## src/rtl/axi_wr_ctrl.sv

```systemverilog
// axi_wr_ctrl: single-outstanding AXI write slave turning INCR bursts into one-cycle memory write strobes
module axi_wr_ctrl #(
  parameter int ID_WIDTH = 4,
  localparam int ADDR_WIDTH = 12,
  localparam int DATA_WIDTH = 32
) (
  input  logic                    clk,
  input  logic                    reset_n,
  input  logic [ID_WIDTH-1:0]     i_awid,
  input  logic [ADDR_WIDTH-1:0]   i_awaddr,
  input  logic [7:0]              i_awlen,
  input  logic [2:0]              i_awsize,
  input  logic [1:0]              i_awburst,
  input  logic                    i_awvalid,
  output logic                    o_awready,
  input  logic [DATA_WIDTH-1:0]   i_wdata,
  input  logic [DATA_WIDTH/8-1:0] i_wstrb,
  input  logic                    i_wlast,
  input  logic                    i_wvalid,
  output logic                    o_wready,
  output logic [ID_WIDTH-1:0]     o_bid,
  output logic [1:0]              o_bresp,
  output logic                    o_bvalid,
  input  logic                    i_bready,
  output logic                    o_mem_we,
  output logic [ADDR_WIDTH-1:0]   o_mem_addr,
  output logic [DATA_WIDTH-1:0]   o_mem_wdata,
  output logic [DATA_WIDTH/8-1:0] o_mem_wstrb
);
  typedef enum logic [1:0] {IDLE, DATA, DRAIN, RESP} state_t;
  state_t state, state_nxt;
  logic rdy_en, err, slv, aw_fire, w_fire, at_end, aw_err;
  logic [ID_WIDTH-1:0] id;
  logic [ADDR_WIDTH-1:0] addr;
  logic [7:0] len, cnt;
  logic [12:0] aw_end;
  assign o_awready = rdy_en && state == IDLE;
  assign o_wready = state == DATA || state == DRAIN;
  assign o_bvalid = state == RESP;
  assign o_bid = id;
  assign o_bresp = {slv, 1'b0};
  assign aw_fire = o_awready && i_awvalid;
  assign w_fire = o_wready && i_wvalid;
  assign at_end = cnt == len;
  // burst end computed in 13 bits so a burst ending exactly at 4 KiB is legal and one past is caught
  assign aw_end = {1'b0, i_awaddr} + {1'b0, {2'b0, i_awlen} + 10'd1, 2'b00};
  assign aw_err = i_awburst != 2'b01 || i_awsize != 3'd2 || i_awaddr[1:0] != 2'b00 || aw_end > 13'd4096;
  always_comb begin
    state_nxt = state;
    case (state)
      IDLE:  state_nxt = aw_fire ? DATA : IDLE;
      DATA:  state_nxt = !w_fire ? DATA : i_wlast ? RESP : at_end ? DRAIN : DATA;
      DRAIN: state_nxt = w_fire && i_wlast ? RESP : DRAIN;
      RESP:  state_nxt = i_bready ? IDLE : RESP;
      default: state_nxt = IDLE;
    endcase
  end
  always_ff @(posedge clk or negedge reset_n) begin
    if (!reset_n) begin
      state <= IDLE;
      rdy_en <= 1'b0;
      id <= '0;
      addr <= '0;
      len <= '0;
      cnt <= '0;
      err <= 1'b0;
      slv <= 1'b0;
      o_mem_we <= 1'b0;
      o_mem_addr <= '0;
      o_mem_wdata <= '0;
      o_mem_wstrb <= '0;
    end else begin
      state <= state_nxt;
      rdy_en <= 1'b1;
      o_mem_we <= 1'b0;
      if (aw_fire) begin
        id <= i_awid;
        addr <= i_awaddr;
        len <= i_awlen;
        cnt <= '0;
        err <= aw_err;
        slv <= aw_err;
      end
      if (w_fire && state == DATA) begin
        o_mem_we <= !err;
        o_mem_addr <= addr;
        o_mem_wdata <= i_wdata;
        o_mem_wstrb <= i_wstrb;
        if (!at_end) begin
          cnt <= cnt + 8'd1;
          addr <= addr + 12'd4;
        end
        // early wlast or missing wlast on the final beat
        if (at_end != i_wlast) slv <= 1'b1;
      end
    end
  end
endmodule

```

## config.mk

```make
export PLATFORM = sky130hd
export DESIGN_NAME = axi_wr_ctrl
export DESIGN_NICKNAME = d
export VERILOG_FILES = /design/src/rtl/axi_wr_ctrl.sv
export SDC_FILE = /design/constraint.sdc
export NUM_CORES = 1
export LEC_CHECK = 0
export ABC_CLOCK_PERIOD_IN_PS = 2400
export CAP_MARGIN = 25
export CORE_ASPECT_RATIO = 0.9
export CORE_MARGIN = 2
export CORE_UTILIZATION = 30
export DETAILED_ROUTE_END_ITERATION = 10
export SETUP_SLACK_MARGIN = 0.5
export SLEW_MARGIN = 5
export SYNTH_ARGS = -nofsm -noshare
export SYNTH_HDL_FRONTEND = slang
export SYNTH_SLANG_ARGS = --single-unit
```

## constraint.sdc

```tcl
create_clock -name clk -period 2.4 [get_ports clk]
set_input_delay 0.24 -clock clk [delete_from_list [all_inputs] [get_ports clk]]
set_output_delay 0.24 -clock clk [all_outputs]
set_load 0.02 [all_outputs]
```

==> flow_summary.json <==
{
  "grt_pass1_wl_um": 19200,
  "status": "complete, no violations",
  "area_delta_synth_final_pct": 54.3,
  "io_buffers": 127,
  "ys_warn_count": 0,
  "design_area_um2": 6650,
  "hp-class": "in -> reg",
  "syn_nets": 497,
  "async_flop_share": 1.00,
  "drv_slew": 0,
  "worst_ep_arrival_time_ns": 2.43,
  "syn_area_um2": 4310,
  "grt_max_degree": 46,
  "hpwl_um": 8990,
  "cts_buffer_depth": 2,
  "drc_errors": 0,
  "ios": 129,
  "grt_overflow": 0,
  "core_um2": 14000,
  "path_cells": "buf_6, ha_4, xor2_1, ha_1, and3_1, a221o_1, or4b_1, o211ai_1, nor4_2, o31ai_2",
  "avgSynthCellArea_um2": 10.6,
  "via_per_inst": 4.77,
  "worstHoldStart": "i_awlen[1]",
  "wire_per_inst_um": 15.2,
  "setup_tns_ns": 0,
  "syn_inst": 405,
  "fin_skew_ns": 0.00804,
  "die-area_um2": 15300,
  "crit_required_ns": 2.66,
  "period_share": 0.906,
  "drt_first_iter_violations": 187,
  "insertedDiodeCount": 0,
  "layout_min_cycle_time_ns": 2.17,
  "vdd_drop_max_uv": 472,
  "h-tree-depth": 3,
  "cp-start-kind": "input pin",
  "maxCapViolCount": 0,
  "die_height_um": 118,
  "place_congestion": 0.844,
  "ys_seq_area_frac": 0.500,
  "numCtsBuffers": 9,
  "fin_nets": 672,
  "synthFlopType": "dfrtp_1",
  "finalHoldViolCount": 0,
  "nFillCells": 1303,
  "final_util": 0.474,
  "antenna_found_initial": 0,
  "dp.cells": 755,
  "synth-seq-cells": 86,
  "path_class": "in -> reg",
  "setup_violations": 0,
  "finalNonFillerCells": 777,
  "std_cell_rows": 41,
  "root_buffer": "clkbuf_16",
  "power_density_nw_per_um2": 1110,
  "grt_usage": 0.161,
  "vias": 3708,
  "max_freq_mhz": 460,
  "die-width_um": 130,
  "max_stage_delay_ns": 0.51,
  "cts.sinks": 86,
  "grt_pass1_vias": 3823,
  "end_kind": "flop",
  "insertion_delay_ns": 0.35,
  "max_slew_margin": 0.603,
  "slowest_stage": "or4b_1",
  "ant_nets": 0,
  "ys_types": 48,
  "crit_fanout": 4,
  "start_util": 0.308,
  "place_area_um2": 6120,
  "hold_ws_ns": 0.114,
  "rsz0062_at_grt": "yes",
  "drive_gt1_frac": 0.219,
  "synth-edff-count": 0,
  "crit_path_start": "i_awlen[1]",
  "tightest_slew_ns": 0.595,
  "r2r-start": "cnt[1]",
  "first_pass_iters": 4,
  "path_clk_slew_ns": 0.06,
  "drt-total-wl_um": 11800,
  "reg2reg_slack_ns": 0.57,
  "leakage_uw": 0.00286,
  "cts_tree": "yes"
}
metrics by stage:
step | total power [uW] | setup slack, ns
after global placement | 5740 | -0.604
after detailed placement | 5830 | -0.846
after CTS | 7410 | 0.195
final | 7380 | 0.225
after floorplan | 4240 | 0.129
after global routing | 7880 | 0.0880
cells in the mapped netlist (2+ instances only):
| master | instances | area share |
|---|---|---|
| conb_1 | 2 | 0.0017 |
| a2bb2oi_1 | 2 | 0.0041 |
| and4_1 | 3 | 0.0061 |
| o21ai_0 | 11 | 0.013 |
| clkbuf_1 | 12 | 0.010 |
| xor2_1 | 3 | 0.0061 |
| mux2_2 | 28 | 0.073 |
| a31oi_1 | 2 | 0.0029 |
| mux2_1 | 20 | 0.052 |
| o211ai_1 | 3 | 0.0052 |
| dfrtp_1 | 86 | 0.50 |
| a211oi_1 | 4 | 0.0070 |
| inv_1 | 12 | 0.010 |
| ha_1 | 20 | 0.058 |
| or2_1 | 2 | 0.0029 |
| o31ai_1 | 2 | 0.0035 |
| nor3_1 | 3 | 0.0035 |
| and2_1 | 5 | 0.0073 |
| nand3_1 | 18 | 0.021 |
| o32ai_1 | 2 | 0.0041 |
| nand2_1 | 61 | 0.053 |
| nand4_1 | 4 | 0.0058 |
| nor2b_1 | 2 | 0.0029 |
| nor4_1 | 2 | 0.0029 |
| o2111ai_1 | 2 | 0.0041 |
| o22ai_1 | 3 | 0.0044 |
| o21ai_1 | 15 | 0.017 |
| and3_1 | 7 | 0.010 |
| nor2_1 | 19 | 0.017 |
| a21oi_1 | 16 | 0.019 |
| a21o_1 | 2 | 0.0035 |
| xnor2_1 | 15 | 0.031 |
| buf_4 | 2 | 0.0035 |
worst max-delay path: cells and delay by family:
kind            cells  cell delay (ns)
buf+inv             1             0.11
compound gates      3             0.68
simple gates        3             0.78
fa+ha+maj           2             0.46
xor+xnor            1             0.14
report_power, final:
part           leakage [uW]  total, uW  switching (uW)  internal [uW]
sequential          0.00103       2520             421           2090
clock              0.000157       1520             580            942
combinational       0.00167       3350            1650           1700
total               0.00286       7380            2650           4730
layout by cell type (no fill, tap or decap), types with 11 or more instances in the layout:
cell             Yosys  routed
dfrtp_1             86      86
inv_1               12      12
o21ai_0             11      11
clkdlybuf4s50_1      0     112
nand2_1             61      59
a21oi_1             16      15
nor2_1              19      17
buf_4                2      48
mux2_2              28      28
nand3_1             18      16
ha_1                20      15
o21ai_1             15      14
mux2_1              20      20
per-layer routing:
layer	track usage	wire, um	share of wire
met3	0.0486	880	0.074
met5	0	0	0
met1	0.210	5290	0.45
met2	0.252	5470	0.46
met4	0.0571	199	0.017
sequential cells by signal (all words and copies together) (netlist names):
register,count
o_mem_wdata,32
addr,12
o_mem_addr,12
cnt,8
len,8
o_bid,4
o_mem_wstrb,4
state,2
err,1
o_mem_we,1
rdy_en,1
slv,1
what timing repair did:
| action | in CTS | in global routing |
|---|---|---|
| resized for setup | 52 | 14 |
| hold endpoints to repair | 43 | 0 |
| buffers inserted | 5 | 1 |
| hold buffers | 1 | 0 |
| setup endpoints to repair | 10 | 54 |
| pin swaps | 19 | 6 |
cells by family after synthesis:
group / Yosys count / synth area share
buf+inv: 26 / 0.0244
simple gates: 131 / 0.142
other cells: 2 / 0.00174
compound gates: 73 / 0.107
mux: 48 / 0.126
flops: 86 / 0.500
fa+ha+maj: 21 / 0.0628
xor+xnor: 18 / 0.0366
worst paths after layout:
check | to | cells past startpoint
setup / recovery | slv | 10
hold / removal | len[1] | 3
setup reg to reg | addr[10] | 7
hold reg to reg | o_mem_we | 1
max in group asynchronous | o_mem_wdata[21] | 3
min in group asynchronous | o_mem_wdata[9] | 2
layout make-up:
cell class	instances	area [um^2]	area share
Tap cell	193	241	0.0363
Clock inverter	4	77.6	0.0117
Inverter	12	45.0	0.00678
Clock buffer	11	243	0.0365
Multi-Input combinational cell	293	2230	0.335
Timing Repair Buffer	178	1660	0.250
Sequential cell	86	2150	0.324
Power figures use the tool's default switching activity.
